### config.mk
export PLATFORM = sky130hd
export DESIGN_NAME = fa_serial_sched
export DESIGN_NICKNAME = d
export VERILOG_FILES = /design/src/rtl/fa_sched_pkg.sv /design/src/rtl/fa_cell_cfg.sv /design/src/rtl/fa_serial_sched.sv
export SDC_FILE = /design/constraint.sdc
export NUM_CORES = 1
export LEC_CHECK = 0
export ABC_AREA = 1
export BUFFER_PORTS_ARGS = -buffer_cell sky130_fd_sc_hd__buf_2
export CAP_MARGIN = 20
export CORE_MARGIN = 2
export CORE_UTILIZATION = 30
export CTS_CLUSTER_SIZE = 8
export DETAILED_ROUTE_END_ITERATION = 16
export HOLD_SLACK_MARGIN = 0.06
export PLACE_DENSITY_LB_ADDON = 0.3
export SKIP_LAST_GASP = 1
export SYNTH_ARGS = -nofsm -noshare
export SYNTH_HDL_FRONTEND = slang
export SYNTH_HIERARCHICAL = 1
export SYNTH_SLANG_ARGS = --single-unit
### constraint.sdc
create_clock -name clk -period 2.15 [get_ports clk]
set_input_delay 0.215 -clock clk [delete_from_list [all_inputs] [get_ports clk]]
set_output_delay 0.215 -clock clk [all_outputs]
set_load 0.02 [all_outputs]
### src/rtl/fa_sched_pkg.sv
// Shared types for the bit-serial add scheduler and its configurable adder cell.
//   approx_mode_e : sum rule applied to approximate bit positions
//   sched_state_e : scheduler FSM states
package fa_sched_pkg;

  typedef enum logic [1:0] {AM_EXACT, AM_XOR, AM_ORAND, AM_PASSB} approx_mode_e;

  typedef enum {IDLE, RUN, DONE} sched_state_e;

endpackage

### src/rtl/fa_cell_cfg.sv
// Single-bit full-adder cell with a selectable sum rule.
//   a, b, cin : operand bits and carry in
//   mode_sel  : sum rule (exact, a^b, (~a|b)&cin, b)
//   s         : sum bit produced by the selected rule
//   cout      : carry out, always the exact full-adder carry
module fa_cell_cfg
  import fa_sched_pkg::*;
(
  input  logic         a,
  input  logic         b,
  input  logic         cin,
  input  approx_mode_e mode_sel,
  output logic         s,
  output logic         cout
);

  always_comb begin
    // Carry stays exact so approximation error never propagates upward.
    cout = (a & b) | ((a ^ b) & cin);
    s    = a ^ b ^ cin;
    case (mode_sel)
      AM_XOR:   s = a ^ b;
      AM_ORAND: s = (~a | b) & cin;
      AM_PASSB: s = b;
      default:  s = a ^ b ^ cin;
    endcase
  end

endmodule

### src/rtl/fa_serial_sched.sv
// Bit-serial add scheduler: runs one shared full-adder cell over WIDTH bits,
// LSB first, one bit per clock. The lowest k bits use a selectable
// approximate sum rule, upper bits the exact rule.
//   clk, rst_n            : clock, asynchronous active-low reset
//   in_valid / in_ready   : operand pair handshake
//   a, b                  : operands
//   approx_lsbs           : number of approximate LSB positions (clamped to WIDTH)
//   approx_mode           : sum rule for approximate positions
//   out_valid / out_ready : result handshake
//   sum, cout             : result and final carry
//   busy                  : high while computing or holding a result
//   ops_done              : saturating count of delivered results
module fa_serial_sched
  import fa_sched_pkg::*;
#(
  parameter int WIDTH = 16,
  parameter int CNT_W = 16
) (
  input  logic                         clk,
  input  logic                         rst_n,
  input  logic                         in_valid,
  output logic                         in_ready,
  input  logic [WIDTH-1:0]             a,
  input  logic [WIDTH-1:0]             b,
  input  logic [$clog2(WIDTH+1)-1:0]   approx_lsbs,
  input  logic [1:0]                   approx_mode,
  output logic                         out_valid,
  input  logic                         out_ready,
  output logic [WIDTH-1:0]             sum,
  output logic                         cout,
  output logic                         busy,
  output logic [CNT_W-1:0]             ops_done
);

  localparam int K_W   = $clog2(WIDTH + 1);
  localparam int IDX_W = $clog2(WIDTH);
  localparam logic [K_W-1:0]   WIDTH_K  = K_W'(WIDTH);
  localparam logic [IDX_W-1:0] LAST_IDX = IDX_W'(WIDTH - 1);

  sched_state_e       r_state;
  sched_state_e       w_state_nxt;
  logic [WIDTH-1:0]   r_a;
  logic [WIDTH-1:0]   r_b;
  logic [WIDTH-1:0]   r_sum;
  logic               r_cout;
  logic               r_carry;
  logic [IDX_W-1:0]   r_idx;
  logic [K_W-1:0]     r_k;
  approx_mode_e       r_mode;
  logic [CNT_W-1:0]   r_ops;

  logic               w_accept;
  logic               w_last;
  logic [K_W-1:0]     w_k_clamp;
  approx_mode_e       w_bit_mode;
  logic               w_s;
  logic               w_c;

  assign w_accept   = (r_state == IDLE) && in_valid;
  assign w_last     = (r_idx == LAST_IDX);
  assign w_k_clamp  = (approx_lsbs > WIDTH_K) ? WIDTH_K : approx_lsbs;
  assign w_bit_mode = (K_W'(r_idx) < r_k) ? r_mode : AM_EXACT;

  // Operands are shifted right each bit, so the cell always sees bit 0.
  fa_cell_cfg u_cell (
    .a        (r_a[0]),
    .b        (r_b[0]),
    .cin      (r_carry),
    .mode_sel (w_bit_mode),
    .s        (w_s),
    .cout     (w_c)
  );

  // State register
  always_ff @(posedge clk or negedge rst_n) begin
    if (!rst_n) r_state <= IDLE;
    else        r_state <= w_state_nxt;
  end

  // Next-state logic
  always_comb begin
    w_state_nxt = r_state;
    case (r_state)
      IDLE:    if (in_valid)  w_state_nxt = RUN;
      RUN:     if (w_last)    w_state_nxt = DONE;
      DONE:    if (out_ready) w_state_nxt = IDLE;
      default:                w_state_nxt = IDLE;
    endcase
  end

  // Outputs decode registered state only, so no input-to-output comb path.
  always_comb begin
    in_ready  = (r_state == IDLE);
    out_valid = (r_state == DONE);
    busy      = (r_state == RUN) || (r_state == DONE);
  end

  always_ff @(posedge clk or negedge rst_n) begin
    if (!rst_n) begin
      r_a     <= '0;
      r_b     <= '0;
      r_sum   <= '0;
      r_cout  <= 1'b0;
      r_carry <= 1'b0;
      r_idx   <= '0;
      r_k     <= '0;
      r_mode  <= AM_EXACT;
      r_ops   <= '0;
    end else begin
      if (w_accept) begin
        r_a     <= a;
        r_b     <= b;
        r_k     <= w_k_clamp;
        r_mode  <= approx_mode_e'(approx_mode);
        r_carry <= 1'b0;
        r_idx   <= '0;
      end
      if (r_state == RUN) begin
        r_a     <= r_a >> 1;
        r_b     <= r_b >> 1;
        // Sum bits enter at the MSB; after WIDTH shifts bit i sits at sum[i].
        r_sum   <= {w_s, r_sum[WIDTH-1:1]};
        r_carry <= w_c;
        if (w_last) begin
          r_cout <= w_c;
          r_idx  <= '0;
        end else begin
          r_idx  <= r_idx + 1'b1;
        end
      end
      if ((r_state == DONE) && out_ready && (r_ops != {CNT_W{1'b1}})) begin
        r_ops <= r_ops + 1'b1;
      end
    end
  end

  assign sum      = r_sum;
  assign cout     = r_cout;
  assign ops_done = r_ops;

endmodule
# Yosys cells after proc, flatten, opt, wreduce, memory -nomap -nowiden
# Index checks and enable logic that the tools add are counted.
# word_totals
wordCells	59
output_inout_bits	36
in_bits	43
ff_bits	109
# classes
order_cmp	2
mux	16
bitwise_logic	8
reduce_logical	9
n_eq_ne	12
n_addsub	2
# ops
op	count
$mux W32	3
$pmux W32 S3	1
$eq A32 B2 Y1 const B	2
$logic_not A32 Y1	2
$mux W16	4
$eq A32 B1 Y1 const B	1
$eq A32 B3 Y1 const B	1
$add A16 B1 Y16 const B	1
$ne A16 B16 Y1 const B	1
$mux W4	3
$ne A2 B2 Y1 const B	3
$gt A5 B5 Y1 const B	1
$lt A4 B5 Y1	1
$mux W5	1
$add A4 B1 Y4 const B	1
$eq A2 B2 Y1 const B	2
$eq A4 B4 Y1 const B	1
$and A1 B1 Y1	3
$logic_and A1 B1 Y1	3
$pmux W1 S3	1
$reduce_and A3 Y1	1
$eq A2 B1 Y1 const B	1
$mux W1	2
$mux W2	1
other kinds (6)	8

# Depth between registers and ports, before layout
# Gate-level depths: netlist of run 1.
# depth
ltp_word	4
ltp_mapped	14
ltp_nobuf	14

# By module
# Netlist of run 1, hierarchy kept.
# modules_own_cells
mod	seq_area_each_um2	area_each_um2	n_inst	cells_per_inst
fa_serial_sched	1976.9	3842.4	1	485
fa_cell_cfg	0.0	83.8	1	15

# Least setup slack after synthesis of run 1
# OpenSTA, ideal clock, no wires.
# synth_path
kind	reg2reg
startpoint	register r_idx[3]
endpoint	register r_sum[15], in the netlist sum[15]
period_less_slack_ns	1.649
required_time_ns	2.014
setup_time_ns	0.136
path_buffers	0
stages_incl_launch_ff	14
path_slack_ns	0.501
arrival_time_ns	1.513
cell_sequence	dfrtp_1 ha_1 nand2_1 nor2_1 o21ai_0 o211ai_1 nor2_1 inv_1 nand2_1 nand3_1 nand2_1 inv_1 nand2_1 o21ai_0
# synth_between
elab_chain_len	4
word_cells_on_any_way	6
cone_classes	order compare (1); eq/ne (3); mux (2)
# synth_lines
element	line_no	rtl
start, declared	fa_serial_sched.sv:47	logic [IDX_W-1:0] r_idx;
start signal, assigned	fa_serial_sched.sv:128	r_idx <= r_idx + 1'b1;
$lt A4 B5 Y1 (*)	fa_serial_sched.sv:62	assign w_bit_mode = (K_W'(r_idx) < r_k) ? r_mode : AM_EXACT;
$mux W2 (*)	fa_serial_sched.sv:62	
net w_bit_mode[0]	fa_serial_sched.sv:55	approx_mode_e w_bit_mode;
$eq A2 B2 Y1 / $eq A2 B1 Y1 (equally long branches)	fa_cell_cfg.sv:21	case (mode_sel)
$pmux W1 S3 (*)	fa_cell_cfg.sv:21	
net w_s	fa_serial_sched.sv:56	logic w_s;
end signal, assigned	fa_serial_sched.sv:122	r_sum <= {w_s, r_sum[WIDTH-1:1]};
end, declared	fa_serial_sched.sv:44	logic [WIDTH-1:0] r_sum;
# The timed path passes the listed nets; every way through them passes the cells marked *.
# A chain may end at the register's enable or synchronous reset.

# Final worst setup path of run 1
# Ends and elaborated chain as after synthesis.

==> impl_metrics.py, run 1 <==
metrics = {
    "status": {
        "status": "finished clean",
    },
    "yosys": {
        "yosysTopAreaCellShare_pct": 50.4,
        "synth_edf_count": 0,
        "synthAdderAreaFrac_pct": 4.02,
        "avgSynthCellArea_um2": 7.85,
        "synthArstFlopShare_pct": 100,
        "synth_top_flop_cell": "dfrtp_1",
        "synth_most_common_cell": "nand2_1",
        "yosysTopAreaCell": "dfrtp_1",
        "muxShareOfSynthArea_pct": 0,
        "syn_nets": 555,
        "synth_top_family_by_area": "simple AND/OR/NAND/NOR gates",
        "synth_warnings": 6,
        "syn_area_mm2": 0.00393,
        "yosys.area_share.xor_xnor_pct": 1.56,
        "synth.ff_latch_count": 79,
        "yosysUniqueCellTypes": 25,
        "synthCells": 500,
        "ys_seq_area_share_pct": 50.4,
        "yosys-top-cells-area": "dfrtp_1 50%, nand2_1 13%, nor2_1 7.8%",
        "synth_compound_area_share_pct": 3.76,
        "synthTopCellsByCount": "134 x nand2_1, 82 x nor2_1, 79 x dfrtp_1",
        "synth-simple-area-share_pct": 32.9,
    },
    "timing": {
        "tightest_slew_ns": 0.533,
        "min_period_over_period_pct": 86.7,
        "fmax_mhz": 536,
        "layout_min_cycle_time_ns": 1.87,
        "drv_slew": 0,
        "setup_viol": 0,
        "hold_viol": 0,
        "rsz0062_at_grt": "false",
        "relSlewSlack_pct": 64.5,
        "finClkSkew_ns": 0.00849,
        "tns_ns": 0,
    },
    "critical_path": {
        "endpoint_kind": "flop",
        "crit_chain": "ha_1 > nand2_1 > nor2_1 > o21ai_0 > o211ai_1 > nor2_1 > inv_1 > nand2_1 > nand3_1 > nand2_1 > inv_1 > nand2_1 > o21ai_0",
        "critical_path_class": "flop to flop",
        "cp_data_required_time_ns": 2.36,
        "crit_fanout": 5,
        "critical_path_arrival_ns": 2.07,
        "timing.critical_path.buf_inv": 2,
        "critPathLaunchType": "flop",
        "crit_slowest_cell": "dfrtp_1",
        "cp_common_cell": "nand2_1",
        "cp_top_family": "simple AND/OR/NAND/NOR gates",
        "critPathMaxStageDelay_ns": 0.44,
    },
    "clock_network": {
        "cts_tree": "built",
        "clock_latency_ns": 0.33,
        "cts_made_buffers": 9,
        "cts.sinks": 79,
        "clockBufferDepth": 2,
        "cts_resized": 0,
        "cts_htree_levels": 3,
        "clk_pin_slew_ns": 0.06,
        "root_buffer": "clkbuf_16",
    },
    "global_routing": {
        "grt_pass1_wl_um": 16100,
        "grt_usage_pct": 14.0,
        "gr-usage-met3_pct": 4.20,
        "top_usage_layer": "met2",
        "gr-usage-met2_pct": 23.6,
        "grt_antenna_before_repair": 0,
        "grt_pass1_vias": 3438,
        "gr-usage-met1_pct": 18.1,
        "overflow": 0,
        "grt_max_degree": 54,
    },
    "finish": {
        "finalNetCount": 632,
        "fin_util_pct": 37.9,
        "layout-drive-gt1-share_pct": 18.6,
        "num_antenna_cells": 0,
        "area_growth_pct": 22.8,
        "fillers": 1338,
        "design_area_mm2": 0.00482,
    },
    "drt": {
        "wl_per_cell_um": 12.4,
        "antenna_left": 0,
        "viasPerCell": 4.56,
        "drtPass1Iterations": 4,
        "num_vias": 3442,
        "drtIter0Drc": 193,
        "wirelength_um": 9360,
        "route.detailed.drc": 0,
    },
    "place": {
        "place_area_mm2": 0.00449,
        "place.port_buffers": 78,
        "dp_hpwl_um": 6680,
        "gp_congestion": 0.841,
    },
    "die": {
        "die_x_um": 118,
        "dieHeight_um": 118,
        "coreArea_mm2": 0.0127,
        "ios": 79,
        "placementRows": 41,
        "die_area_mm2": 0.0140,
        "start_util_pct": 30.9,
    },
    "run": {
        "maxCapViolCount": 0,
    },
    "hold_path": {
        "hold_path_class": "primary input to flop",
    },
    "power_and_ir_drop": {
        "p_per_area_mw_per_mm2": 1330,
        "irDropWorstVdd_uv": 694,
        "power_mw": 6.44,
        "leakagePower_nw": 2.42,
    },
}
## flip-flops by register name, indices dropped and copies added, names as in the netlist
name and count:
r_carry 1, r_k 5, ops_done 16, sum 16, r_idx 4, r_state 2
r_mode 2, r_b 16, r_a 16, cout 1
## worst min-delay path: stages
cell	delay (ns)
buf_2	0.08
nand2_1	0.04
o21ai_0	0.06
## final timing paths
check                                startpoint                      end  slack [ns]  cells after the start
max                        r_idx[3]$_DFFE_PN0P_      sum[15]$_DFFE_PN0N_        0.28                     13
min                              approx_mode[0]    r_mode[0]$_DFFE_PN0P_        0.10                      3
max reg2reg                r_idx[3]$_DFFE_PN0P_      sum[15]$_DFFE_PN0N_        0.28                     13
min reg2reg                  sum[0]$_DFFE_PN0N_       sum[0]$_DFFE_PN0N_        0.49                      2
max in group asynchronous                 rst_n       r_a[5]$_DFFE_PN0P_        1.14                      3
min in group asynchronous                 rst_n  ops_done[2]$_DFFE_PN0P_        0.39                      2
## where the power goes
group	leakage (nW)	internal (mW)	switching [mW]	total, mW
Sequential	0.961	2.03	0.346	2.38
Clock	0.157	1.03	0.626	1.65
Combinational	1.30	0.833	1.57	2.40
## cell type report
type	instances	area [um2]	share of cell area [%]
Sequential cell	79	1980	41.0
Multi-Input combinational cell	353	1660	34.4
Timing Repair Buffer	87	475	9.86
Clock buffer	10	229	4.75
Tap cell	172	215	4.46
Inverter	47	176	3.66
Clock inverter	6	91.3	1.89
## what timing repair did
action	CTS	global route
hold endpoints to repair	35	0
setup buffers	0	0
setup endpoints to repair	0	0
hold buffers	1	0
## metal layers
metal	vias up	routed length, um	part of all wire [%]
li1	1735	-	-
met1	1591	4310	46
met2	111	4430	47
met3	5	573	6.1
met4	0	51	0.54
met5	-	0	0
## cells in the final DEF (no fill, tap or decap), types with 3 or more instances in the layout
cell type / synthesis / final
a21oi_1: 4 / 4
buf_2: 9 / 77
buf_4: 3 / 8
clkbuf_16: 0 / 9
dfrtp_1: 79 / 79
ha_1: 11 / 10
inv_1: 45 / 45
nand2_1: 134 / 134
nand2_2: 3 / 3
nand3_1: 23 / 23
nand3b_1: 4 / 4
nand4_1: 4 / 4
nor2_1: 82 / 82
nor3_1: 58 / 58
o21ai_0: 14 / 14
o22ai_1: 3 / 3
xnor2_1: 5 / 5
## kinds of logic (layout without fill, tap and decap cells)
group	after synthesis	count (layout)
XOR/XNOR	7	7
buffers and inverters	68	150
AND/OR/NAND/NOR	308	308
AO/OA/AOI/OAI	26	26
adder cells (fa/ha/maj)	12	12
flip-flops	79	79
## through the flow
stage                     setup WS (ns)  cells  hold slack (ns)
after detailed placement          0.302    737            0.215
final                             0.285    754            0.103
after global routing              0.112    754            0.113
after floorplan                   0.501    500          -0.0806
after CTS                         0.283    754            0.103
after global placement            0.404    737            0.211
No activity file was read; power rests on OpenSTA's default activity.
==> run 2: changes to the inputs <==
- RECOVER_POWER: not set -> 50
==> run 2 against run 1 <==
Effect of this change:
- largest cell class unchanged
- global-route usage stayed put
- clock power about the same
- final cell count is 0.13% higher
- highest routed layer unchanged
- count of clock-buffer cells in the layout unchanged
- worst hold slack got worse by 0.0015 ns
==> impl_metrics.py, run 2 (synthesized netlist as in run 1, its figures left out) <==
metrics = {
    "timing": {
        "tns_ns": 0,
        "rsz0062_at_grt": "false",
        "tightest_slew_ns": 0.948,
        "drv_slew": 0,
        "layout_min_cycle_time_ns": 1.86,
        "finClkSkew_ns": 0.00748,
        "setup_viol": 0,
        "relSlewSlack_pct": 36.8,
        "hold_viol": 0,
        "min_period_over_period_pct": 86.7,
        "fmax_mhz": 536,
    },
    "place": {
        "place.port_buffers": 78,
        "gp_congestion": 0.841,
        "dp_hpwl_um": 6680,
        "place_area_mm2": 0.00449,
    },
    "die": {
        "start_util_pct": 30.9,
        "die_x_um": 118,
        "placementRows": 41,
        "ios": 79,
        "die_area_mm2": 0.0140,
        "dieHeight_um": 118,
        "coreArea_mm2": 0.0127,
    },
    "finish": {
        "design_area_mm2": 0.00480,
        "finalNetCount": 632,
        "seq_area_mm2": 0.00198,
        "multi_input_area_mm2": 0.00166,
        "layout_common_cells": "134 x nand2_1, 82 x nor2_1, 79 x dfrtp_1",
        "area_growth_pct": 22.3,
        "layout-drive-gt1-share_pct": 15.5,
        "fillers": 1345,
        "final_common_cell": "nand2_1",
    },
    "critical_path": {
        "cp_data_required_time_ns": 2.36,
        "timing.critical_path.buf_inv": 2,
        "endpoint_kind": "flop",
        "critical_path_class": "flop to flop",
        "crit_slowest_cell": "dfrtp_1",
        "critical_path_arrival_ns": 2.07,
        "cp_common_cell": "nand2_1",
        "crit_fanout": 5,
        "critPathLaunchType": "flop",
        "crit_chain": "ha_1 > nand2_1 > nor2_1 > o21ai_0 > o211ai_1 > nor2_1 > inv_1 > nand2_1 > nand3_1 > nand2_1 > inv_1 > nand2_1 > o21ai_0",
        "critPathMaxStageDelay_ns": 0.43,
        "cp_top_family": "simple AND/OR/NAND/NOR gates",
    },
    "clock_network": {
        "clock_latency_ns": 0.33,
        "root_buffer": "clkbuf_16",
        "cts_htree_levels": 3,
        "clk_pin_slew_ns": 0.06,
        "postCtsSetupBuffers": 0,
        "clockBufferDepth": 2,
        "cts.sinks": 79,
        "cts_tree": "built",
        "cts_made_buffers": 9,
    },
    "power_and_ir_drop": {
        "leakagePower_nw": 2.35,
        "p_per_area_mw_per_mm2": 1340,
        "irDropWorstVdd_uv": 683,
    },
    "drt": {
        "antenna_left": 0,
        "drtIter0Drc": 219,
        "route.detailed.drc": 0,
        "drtPass1Iterations": 4,
        "viasPerCell": 4.58,
        "wirelength_um": 9390,
        "wl_per_cell_um": 12.4,
        "num_vias": 3455,
    },
    "global_routing": {
        "overflow": 0,
        "gr-usage-met3_pct": 4.20,
        "gr-usage-met1_pct": 18.1,
        "grt_pass1_vias": 3438,
        "grt_pass1_wl_um": 16100,
        "grt_max_degree": 54,
        "grt_antenna_before_repair": 0,
        "grt_usage_pct": 14.0,
        "gr-usage-met2_pct": 23.6,
        "top_usage_layer": "met2",
    },
    "run": {
        "maxCapViolCount": 0,
    },
    "status": {
        "status": "finished clean",
    },
    "hold_path": {
        "hold_path_class": "primary input to flop",
    },
}
==> run 2: layout make-up <==
| class | count | share of cell area (%) |
|---|---|---|
| sequential | 79 | 41.2 |
| multi-input combinational | 353 | 34.6 |
| timing repair buffer | 87 | 9.38 |
| clock buffer | 10 | 4.77 |
| tap | 172 | 4.48 |
| inverter | 47 | 3.67 |
| clock inverter | 6 | 1.90 |
| antenna | 1 | 0.0521 |
==> run 2: what timing repair did <==
| item | in CTS | in global routing |
|---|---|---|
| hold buffers | 1 | 0 |
| gates resized for setup | 0 | 0 |
| endpoints found under the hold margin | 35 | 0 |
==> run 2: metal layers <==
metal | vias up | part of all wire [%]
met5 | - | 0
met4 | 0 | 0.54
met3 | 5 | 5.6
met2 | 109 | 47
met1 | 1602 | 47
li1 | 1739 | -
==> run 2: power by group <==
part	switching, mW	leakage (nW)	internal (mW)
Combinational	1.57	1.23	0.801
Sequential	0.350	0.961	2.03
Clock	0.627	0.157	1.03
==> run 2: final timing paths <==
path                                       from                 endpoint  slack [ns]  cells past startpoint
max                        r_idx[2]$_DFFE_PN0P_      sum[15]$_DFFE_PN0N_        0.29                     13
min                              approx_mode[0]    r_mode[0]$_DFFE_PN0P_        0.10                      3
max reg2reg                r_idx[2]$_DFFE_PN0P_      sum[15]$_DFFE_PN0N_        0.29                     13
min reg2reg                  sum[0]$_DFFE_PN0N_       sum[0]$_DFFE_PN0N_        0.49                      2
max in group asynchronous                 rst_n       r_a[5]$_DFFE_PN0P_        0.82                      3
min in group asynchronous                 rst_n  ops_done[2]$_DFFE_PN0P_        0.56                      2
==> run 2: worst min-delay path, stage by stage <==
cell     delay [ns]
buf_2          0.08
nand2_1        0.04
o21ai_0        0.06
==> run 2: through the flow <==
stage | setup slack [ns] | instances | hold slack [ns] | util (%) | power (mW)
CTS | 0.283 | 754 | 0.103 | 37.9 | 6.54
detailed placement | 0.302 | 737 | 0.215 | 35.3 | 4.85
global placement | 0.404 | 737 | 0.211 | 35.3 | 4.75
floorplan | 0.501 | 500 | -0.0806 | - | 4.14
global route | 0.112 | 754 | 0.113 | 37.7 | 6.95
finish | 0.286 | 755 | 0.102 | 37.7 | 6.41
==> run 3: changes to the inputs <==
- PLACE_DENSITY_LB_ADDON: 0.3 -> 0.2
==> run 3 against run 2 <==
Effect of this change:
- register-to-register slack better by 0.03 ns
- combinational power decreased by 2%
- count of clock-buffer cells in the layout unchanged
- critical path depth stayed put
- total power is 3.1% lower
- maximum frequency is 1.5% higher
- first-iteration DRC count down 4.1%
- non-clock buffer count is 1 lower
- die area is the same
- via count shrank 1.1%
- utilization decreased by 0.33 points
- critical endpoint unchanged
==> impl_metrics.py, run 3 (synthesized netlist as in run 1, its figures left out) <==
metrics = {
    "die": {
        "start_util_pct": 30.9,
        "ios": 79,
        "die_area_mm2": 0.0140,
        "coreArea_mm2": 0.0127,
        "placementRows": 41,
        "die_x_um": 118,
        "dieHeight_um": 118,
    },
    "clock_network": {
        "cts_htree_levels": 3,
        "cts_tree": "built",
        "clockBufferDepth": 2,
        "cts_made_buffers": 9,
        "clk_pin_slew_ns": 0.06,
        "cts_resized": 0,
        "clock_latency_ns": 0.34,
        "cts.sinks": 79,
        "root_buffer": "clkbuf_16",
    },
    "critical_path": {
        "endpoint_kind": "flop",
        "critPathLaunchType": "flop",
        "critical_path_class": "flop to flop",
        "reg2regPathDepth": 13,
        "reg2reg_slack_ns": 0.31,
        "crit_start": "r_idx[3]$_DFFE_PN0P_",
        "r2r_end": "sum[15]$_DFFE_PN0N_",
        "critPathMaxStageDelay_ns": 0.43,
        "crit_fanout": 5,
        "critical_path_arrival_ns": 2.04,
        "cp_data_required_time_ns": 2.35,
        "crit_chain": "ha_1 > nand2_1 > nor2_1 > o21ai_0 > o211ai_1 > nor2_1 > nor2_1 > nand2_1 > nand2_1 > nand2_1 > inv_1 > nand2_1 > o21ai_0",
        "reg2reg_from": "r_idx[3]$_DFFE_PN0P_",
        "crit_slowest_cell": "dfrtp_1",
        "cp_common_cell": "nand2_1",
    },
    "timing": {
        "tns_ns": 0,
        "fmax_mhz": 544,
        "finClkSkew_ns": 0.00603,
        "setup_viol": 0,
        "rsz0062_at_grt": "false",
        "relSlewSlack_pct": 4.90,
        "setup_ws_ns": 0.313,
        "hold_viol": 0,
        "layout_min_cycle_time_ns": 1.84,
        "drv_slew": 0,
        "tightest_slew_ns": 1.43,
        "min_period_over_period_pct": 85.4,
    },
    "drt": {
        "antenna_left": 0,
        "wirelength_um": 9050,
        "route.detailed.drc": 0,
        "viasPerCell": 4.54,
        "drtPass1Iterations": 4,
        "num_vias": 3417,
        "wl_per_cell_um": 12.0,
        "drtIter0Drc": 210,
    },
    "hold_path": {
        "min_to": "r_mode[1]$_DFFE_PN0P_",
        "hold_start": "approx_mode[1]",
        "min_delay_path_depth": 3,
        "hold_path_class": "primary input to flop",
    },
    "place": {
        "place_area_mm2": 0.00449,
        "place.port_buffers": 78,
        "gp_congestion": 0.845,
        "pre_cts_ws_ns": 0.266,
        "dp_hpwl_um": 6170,
    },
    "global_routing": {
        "grt_pass1_wl_um": 16000,
        "grt_pass1_vias": 3433,
        "grt_antenna_before_repair": 0,
        "grt_usage_pct": 14.1,
        "overflow": 0,
        "grt_max_degree": 54,
    },
    "finish": {
        "finalNetCount": 631,
        "num_antenna_cells": 0,
        "design_area_mm2": 0.00476,
        "final_common_cell": "nand2_1",
        "layout_common_cells": "134 x nand2_1, 82 x nor2_1, 79 x dfrtp_1",
        "layout-drive-gt1-share_pct": 15.0,
        "area_growth_pct": 21.2,
    },
    "power_and_ir_drop": {
        "irDropWorstVdd_uv": 613,
        "p_per_area_mw_per_mm2": 1310,
        "leakagePower_nw": 2.32,
    },
    "status": {
        "status": "finished clean",
    },
    "run": {
        "maxCapViolCount": 0,
    },
}
## run 3: worst max-delay path, delay by kind of cell (launching register included)
kind	cells	cell delay [ns]
flip-flops	1	0.43
AND/OR/NAND/NOR	8	0.65
buffers and inverters	1	0.03
AO/OA/AOI/OAI	3	0.27
adder cells (fa/ha/maj)	1	0.31
## run 3: worst max path at each step
stage | slack (ns) | cells past startpoint | endpoint
after floorplan | 0.50 | 13 | sum[15]$_DFFE_PN0N_
after global placement | 0.39 | 13 | sum[15]$_DFFE_PN0N_
after detailed placement | 0.27 | 7 | r_a[14]$_DFFE_PN0P_
after CTS | 0.30 | 7 | r_a[14]$_DFFE_PN0P_
after global routing | 0.09 | 7 | r_b[14]$_DFFE_PN0P_
final | 0.31 | 13 | sum[15]$_DFFE_PN0N_
## run 3: final cells by class
class	instances	area (um2)
clock inverter	5	60.1
timing repair buffer	86	442
fill	1397	7960
clock buffer	10	229
multi-input combinational	353	1660
tap	172	215
inverter	47	176
sequential	79	1980
## run 3: layer usage
layer | share of wire, % | wire (um) | vias to the layer above | GRT usage (%)
met4 | 1.1 | 98 | 0 | 4.39
met1 | 46 | 4130 | 1578 | 17.4
met3 | 7.0 | 630 | 9 | 5.12
met5 | 0 | 0 | - | 0
li1 | - | - | 1728 | -
met2 | 46 | 4180 | 102 | 22.9
## run 3: timing repair
| item | 4_1_cts | 5_1_grt |
|---|---|---|
| hold endpoints to repair | 22 | 0 |
| hold buffers | 1 | 0 |
| setup buffers | 0 | 0 |
## run 3: through the flow
step	cells	power (mW)	utilization (%)	hold WS [ns]
after detailed placement	736	4.82	35.3	0.151
after global routing	752	6.79	37.4	0.0899
final	752	6.21	37.4	0.0895
after CTS	752	6.37	37.6	0.0742
after global placement	736	4.74	35.3	0.148
after floorplan	500	4.14	-	-0.0806
## run 3: where the power goes
part	total, mW	internal, mW	switching, mW	leakage [nW]
Sequential	2.38	2.03	0.343	0.961
Clock	1.50	0.895	0.610	0.139
Combinational	2.33	0.774	1.56	1.22
